[src/rtl/hazard_ctrl_pkg.sv]
// Shared types and encodings for the RV32I hazard/forwarding sequencer.
// The load/store encodings follow the decoder's info_load/info_store fields.
package hazard_ctrl_pkg;

  localparam logic [2:0] NOTLOAD = 3'd0;
  localparam logic [2:0] LD_LB   = 3'd1;
  localparam logic [2:0] LD_LH   = 3'd2;
  localparam logic [2:0] LD_LW   = 3'd3;
  localparam logic [2:0] LD_LBU  = 3'd4;
  localparam logic [2:0] LD_LHU  = 3'd5;

  localparam logic [1:0] NOTSTORE = 2'd0;
  localparam logic [1:0] ST_SB    = 2'd1;
  localparam logic [1:0] ST_SH    = 2'd2;
  localparam logic [1:0] ST_SW    = 2'd3;

  typedef enum logic [1:0] {
    FWD_RF  = 2'd0,
    FWD_MEM = 2'd1,
    FWD_WB  = 2'd2
  } fwd_sel_e;

  // What the pipeline registers do at the next clock edge.
  typedef enum logic [1:0] {
    ACT_ADVANCE  = 2'd0,
    ACT_HOLD     = 2'd1,
    ACT_REDIRECT = 2'd2,
    ACT_LOAD_USE = 2'd3
  } pipe_action_e;

  typedef struct packed {
    logic       v;
    logic [4:0] dst;
    logic       wr;
    logic       ld;
    logic       st;
    logic [4:0] rs1;
    logic [4:0] rs2;
    logic       r2;
  } ex_entry_t;

  typedef struct packed {
    logic       v;
    logic [4:0] dst;
    logic       wr;
    logic       ld;
    logic       st;
  } mem_entry_t;

  typedef struct packed {
    logic       v;
    logic [4:0] dst;
    logic       wr;
  } wb_entry_t;

  // x0 is hard-wired, so writes to it never produce a value worth tracking.
  function automatic logic is_producer(input logic v, input logic wr,
                                       input logic [4:0] dst);
    return v & wr & (dst != 5'd0);
  endfunction

endpackage

[src/rtl/hazard_ctrl_fwd_unit.sv]
// Forwarding select for one EX operand: the MEM producer is younger than WB,
// so it is checked first.
module hazard_fwd_unit
  import hazard_ctrl_pkg::*;
(
  input  logic       ex_v,
  input  logic       use_src,
  input  logic [4:0] src,
  input  logic       mem_prod,
  input  logic [4:0] mem_dst,
  input  logic       wb_prod,
  input  logic [4:0] wb_dst,
  output logic [1:0] sel
);

  always_comb begin
    sel = FWD_RF;
    if (ex_v && use_src) begin
      if (mem_prod && (mem_dst == src)) begin
        sel = FWD_MEM;
      end else if (wb_prod && (wb_dst == src)) begin
        sel = FWD_WB;
      end
    end
  end

endmodule

[src/rtl/hazard_ctrl.sv]
// Pipeline sequencer for the 5-stage RV32I core: stall/flush/bubble control,
// operand forwarding selects, memory-wait freeze and a retired counter.
module hazard_ctrl
  import hazard_ctrl_pkg::*;
#(
  parameter int CNT_W = 32
) (
  input  logic             clk,
  input  logic             rst,
  input  logic             id_valid,
  input  logic [4:0]       id_srcreg1_num,
  input  logic [4:0]       id_srcreg2_num,
  input  logic             id_reads_r2,
  input  logic [4:0]       id_dstreg_num,
  input  logic             id_write_reg,
  input  logic [2:0]       id_info_load,
  input  logic [1:0]       id_info_store,
  input  logic             ex_redirect,
  input  logic             dmem_ready,
  output logic             stall_if,
  output logic             stall_id,
  output logic             flush_id,
  output logic             bubble_ex,
  output logic             freeze,
  output logic [1:0]       fwd_a_sel,
  output logic [1:0]       fwd_b_sel,
  output logic [CNT_W-1:0] retire_cnt
);

  ex_entry_t    ex_q;
  mem_entry_t   mem_q;
  wb_entry_t    wb_q;
  ex_entry_t    id_entry;
  pipe_action_e action;

  logic mem_busy;
  logic ex_load_prod;
  logic load_use_hit;
  logic mem_prod;
  logic wb_prod;

  always_comb begin
    id_entry     = '0;
    id_entry.v   = id_valid;
    id_entry.dst = id_dstreg_num;
    id_entry.wr  = id_write_reg;
    id_entry.ld  = (id_info_load != NOTLOAD);
    id_entry.st  = (id_info_store != NOTSTORE);
    id_entry.rs1 = id_srcreg1_num;
    id_entry.rs2 = id_srcreg2_num;
    id_entry.r2  = id_reads_r2;
  end

  assign mem_busy     = mem_q.v & (mem_q.ld | mem_q.st) & ~dmem_ready;
  assign ex_load_prod = is_producer(ex_q.v, ex_q.wr, ex_q.dst) & ex_q.ld;
  assign load_use_hit = id_valid & ex_load_prod &
                        ((id_srcreg1_num == ex_q.dst) |
                         (id_reads_r2 & (id_srcreg2_num == ex_q.dst)));

  // A redirect kills the ID instruction, so its load-use hazard is moot.
  always_comb begin
    action = ACT_ADVANCE;
    if (mem_busy) begin
      action = ACT_HOLD;
    end else if (ex_redirect) begin
      action = ACT_REDIRECT;
    end else if (load_use_hit) begin
      action = ACT_LOAD_USE;
    end
  end

  always_comb begin
    stall_if  = 1'b0;
    stall_id  = 1'b0;
    flush_id  = 1'b0;
    bubble_ex = 1'b0;
    freeze    = 1'b0;
    unique case (action)
      ACT_HOLD: begin
        stall_if = 1'b1;
        stall_id = 1'b1;
        freeze   = 1'b1;
      end
      ACT_REDIRECT: begin
        flush_id  = 1'b1;
        bubble_ex = 1'b1;
      end
      ACT_LOAD_USE: begin
        stall_if  = 1'b1;
        stall_id  = 1'b1;
        bubble_ex = 1'b1;
      end
      default: ;
    endcase
  end

  assign mem_prod = is_producer(mem_q.v, mem_q.wr, mem_q.dst);
  assign wb_prod  = is_producer(wb_q.v, wb_q.wr, wb_q.dst);

  hazard_fwd_unit u_fwd_a (
    .ex_v     (ex_q.v),
    .use_src  (1'b1),
    .src      (ex_q.rs1),
    .mem_prod (mem_prod),
    .mem_dst  (mem_q.dst),
    .wb_prod  (wb_prod),
    .wb_dst   (wb_q.dst),
    .sel      (fwd_a_sel)
  );

  hazard_fwd_unit u_fwd_b (
    .ex_v     (ex_q.v),
    .use_src  (ex_q.r2),
    .src      (ex_q.rs2),
    .mem_prod (mem_prod),
    .mem_dst  (mem_q.dst),
    .wb_prod  (wb_prod),
    .wb_dst   (wb_q.dst),
    .sel      (fwd_b_sel)
  );

  // Every non-frozen cycle shifts the pipe; killed slots enter EX as empty.
  always_ff @(posedge clk) begin
    if (rst) begin
      ex_q       <= '0;
      mem_q      <= '0;
      wb_q       <= '0;
      retire_cnt <= '0;
    end else if (action != ACT_HOLD) begin
      wb_q.v     <= mem_q.v;
      wb_q.dst   <= mem_q.dst;
      wb_q.wr    <= mem_q.wr;
      mem_q.v    <= ex_q.v;
      mem_q.dst  <= ex_q.dst;
      mem_q.wr   <= ex_q.wr;
      mem_q.ld   <= ex_q.ld;
      mem_q.st   <= ex_q.st;
      ex_q       <= (action == ACT_ADVANCE) ? id_entry : '0;
      if (wb_q.v) begin
        retire_cnt <= retire_cnt + CNT_W'(1);
      end
    end
  end

endmodule

[config.mk]
export PLATFORM = sky130hd
export DESIGN_NAME = hazard_ctrl
export DESIGN_NICKNAME = d
export VERILOG_FILES = /design/src/rtl/hazard_ctrl_pkg.sv /design/src/rtl/hazard_ctrl_fwd_unit.sv /design/src/rtl/hazard_ctrl.sv
export SDC_FILE = /design/constraint.sdc
export NUM_CORES = 1
export LEC_CHECK = 0
export BUFFER_PORTS_ARGS = -buffer_cell sky130_fd_sc_hd__buf_4
export CORE_MARGIN = 2
export CORE_UTILIZATION = 55
export DETAILED_ROUTE_END_ITERATION = 8
export PLACE_DENSITY_LB_ADDON = 0.3
export SYNTH_ARGS = -nofsm -noshare
export SYNTH_HDL_FRONTEND = slang
export SYNTH_SLANG_ARGS = --single-unit
[constraint.sdc]
create_clock -name clk -period 4.1 [get_ports clk]
set_input_delay 0.82 -clock clk [delete_from_list [all_inputs] [get_ports clk]]
set_output_delay 0.82 -clock clk [all_outputs]
set_load 0.02 [all_outputs]
==> flow_metrics.env <==
export IMPL_crit_start="dmem_ready"
export IMPL_synth_area_mux_share=0
export IMPL_power_leakage_nw=1.620
export IMPL_yosysMostFrequentCell="dfxtp_1"
export IMPL_nFillCells=412
export IMPL_rows=27
export IMPL_power_w=0.001405
export IMPL_clockBufferDepth=2
export IMPL_crit_path_frequent_cell="buf_4"
export IMPL_reg2reg_depth=5
export IMPL_dieWidth_microns=78.75
export IMPL_cp_slowest_stage_delay_ns=0.43
export IMPL_synth_xor_area_frac=0.1653
export IMPL_hold_violations=0
export IMPL_dr_pass1_iters=4
export IMPL_synth_avg_cell_area_sq_um=9.038
export IMPL_globalRoute_totalOverflow=0
export IMPL_initial_utilization=0.5650
export IMPL_max_cap_viol_count=0
export IMPL_post_place_ws_ns=1.197
export IMPL_synth_top_family_by_area="simple AND/OR/NAND/NOR gates"
export IMPL_synth_flop_cell="dfxtp_1"
export IMPL_cts_resized=0
export IMPL_clk_latency_ns=0.32
export IMPL_ff2ff_setup_slack_ns=1.57
export IMPL_ys_seq_area_frac=0.4430
export IMPL_cts_root_buf="clkbuf_8"
export IMPL_drt_wl_total_microns=6882
export IMPL_numCtsBuffers=9
export IMPL_netlist_area_sq_mm=0.003073
export IMPL_cts_sinks=68
export IMPL_drive_gt1_frac=0.2249
export IMPL_io_pins=68
export IMPL_final_setup_viol_count=0
export IMPL_drt_initial_drc_count=122
export IMPL_cts_hold_fix_buffers=0
export IMPL_worstPathArrival_ns=2.10
export IMPL_cts_tree="built"
export IMPL_synth_edf_count=0
export IMPL_path_max_fanout=19
export IMPL_syn_num_nets=368
export IMPL_yosys_area_top_type="dfxtp_1"
export IMPL_yosys_area_share_simple=0.2463
export IMPL_postSynthCellCount=340
export IMPL_dieArea_sq_mm=0.006201
export IMPL_clk_pin_slew_ns=0.07
export IMPL_crit_path_end_kind="output pin"
export IMPL_nNetsFinal=432
export IMPL_drc=0
export IMPL_final_core_util=0.7078
export IMPL_wire_per_inst_microns=14.31
export IMPL_synthTopCellsByCount="dfxtp_1 (68), nand2_1 (39), xor2_1 (35)"
export IMPL_grt_pass1_vias=2463
export IMPL_outcome="completed"
export IMPL_dp_cells=465
export IMPL_dr_total_vias=2656
export IMPL_ys_ff_latch=68
export IMPL_skew_ns=0.008001
export IMPL_yosysUniqueCellTypes=38
export IMPL_ant_nets=0
export IMPL_io_buffers=67
export IMPL_crit_end="bubble_ex"
export IMPL_stdcell_count=481
export IMPL_r2r_start="mem_q[0]"
export IMPL_ir_drop_uv=274.9
export IMPL_slowest_stage="inv_1"
export IMPL_power_density_mw_per_mm2=364.9
export IMPL_slew_viol_final=0
export IMPL_htree_levels=3
export IMPL_antenna_found_initial=0
export IMPL_timing_final_ws_setup_ns=1.179
export IMPL_grtUsageTotal=0.2308
export IMPL_worstSetupStartpointType="input pin"
export IMPL_fin_tns_setup_ns=0
export IMPL_tightest_slew_ns=0.7605
export IMPL_max_freq_mhz=342.4
export IMPL_worstSetupPathType="in2out"
export IMPL_areaGrowthSynthToFinish_pct=25.28
export IMPL_die_height_microns=78.75
export IMPL_dp_hpwl_microns=4832
export IMPL_cts_setup_buffers=0
export IMPL_slew_headroom=0.4920
export IMPL_grt_max_degree=51
export IMPL_synth_compound_area_share=0.1152
export IMPL_core_sq_mm=0.005439
export IMPL_path_cells="buf_4 -> nor2b_1 -> o21ai_2 -> inv_1 -> nor2_1 -> buf_4"
export IMPL_antenna_cells=0
export IMPL_place_gp_congestion=0.8056
export IMPL_synth_area_leaders="dfxtp_1 (44%), xor2_1 (10%), xnor2_1 (6.6%)"
export IMPL_cp_required_ns=3.28
export IMPL_detail_route_vias_per_cell=5.522
export IMPL_grt_pass1_wl_microns=11510
export IMPL_timing_rr_end="ex_q[10]"
export IMPL_synth_fa_ha_area_frac=0.004072
export IMPL_yosysTopAreaCellShare=0.4430
export IMPL_yosys_warnings=0
export IMPL_finalCriticalPeriod_ns=2.921
export IMPL_post_route_period_util=0.7124
export IMPL_synthArstFlopShare=0
export IMPL_hp_class="reg2reg"
export IMPL_rsz0062_at_grt="no"
==> cell type report <==
| cell class | count | area (sq um) | share of cell area |
|---|---|---|---|
| Clock inverter | 3 | 67.56 | 0.01755 |
| Sequential cell | 68 | 1361 | 0.3536 |
| Tap cell | 72 | 90.09 | 0.02340 |
| Timing Repair Buffer | 69 | 518.0 | 0.1345 |
| Inverter | 2 | 7.507 | 0.001950 |
| Multi-Input combinational cell | 254 | 1637 | 0.4251 |
| Clock buffer | 13 | 168.9 | 0.04387 |
==> cell usage in the layout, fill, tap and decap left out, drive strengths merged <==
master,count
clkbuf,13
nand4b,1
ha,1
nand3,15
buf,69
a2111oi,1
inv,2
nand2,39
nor4,4
o22ai,1
or3,4
or2,1
bufinv,2
nand2b,1
nor3,4
clkinvlp,1
o21a,1
a22o,20
nor3b,1
o2111a,1
nor2b,3
and4,6
or4,2
o21ai,5
nand4,18
nor2,33
nor4b,1
dfxtp,68
a21oi,20
xor2,35
o211ai,2
and2,3
and3,8
xnor2,23
==> per-layer routing <==
layer,track usage,share of wire,routed length (microns),vias to the layer above
li1,-,-,-,1320
met1,0.3195,0.47,3264,1256
met2,0.3607,0.47,3215,70
met3,0.03977,0.045,313,10
met4,0.08947,0.013,89,0
met5,0,0,0,-
==> worst min path at each step <==
stage                     slack [ns]     start  cells after the start        to
final                           0.47  ex_q[11]                      2  mem_q[0]
after CTS                       0.47  ex_q[11]                      2  mem_q[0]
after global placement          0.45  ex_q[11]                      2  mem_q[0]
after floorplan                 0.43   wb_q[0]                      2   wb_q[0]
after detailed placement        0.45  ex_q[11]                      2  mem_q[0]
after global routing            0.48  ex_q[11]                      2  mem_q[0]
==> worst max-delay path, delay by kind of cell <==
family                 cells  cell delay (ns)
AOI/OAI and AO/OA          1             0.25
and+or+nand+nor            2             0.31
buffers and inverters      3             0.72
==> flip-flops by register name, summed over array words and instances (netlist names) <==
name        cells
wb_q            7
retire_cnt     32
ex_q           20
mem_q           9
==> cell families after synthesis <==
| group | count (synthesis) |
|---|---|
| buffers and inverters | 18 |
| xor gates and xnor gates | 58 |
| AOI/OAI and AO/OA | 51 |
| DFF | 68 |
| adders and majority gates | 1 |
| and+or+nand+nor | 144 |
==> metrics by stage <==
| stage | hold slack, ns | area [sq um] |
|---|---|---|
| 3_3_place_gp | 0.4480 | 3613 |
| 4_1_cts | 0.4683 | 3850 |
| 3_5_place_dp | 0.4543 | 3613 |
| 6_report | 0.4660 | 3850 |
| 5_1_grt | 0.4836 | 3850 |
| 2_1_floorplan | 0.4324 | 3073 |
==> report_power, final <==
group / leakage, nW / internal, W / total (W) / switching (W)
clock: 0.116 / 0.000393 / 0.000636 / 0.000242
combinational: 0.952 / 0.0000435 / 0.0000794 / 0.0000359
sequential: 0.552 / 0.000673 / 0.000690 / 0.0000172
total: 1.62 / 0.00111 / 0.00141 / 0.000296
(Power assumes the default switching activity.)
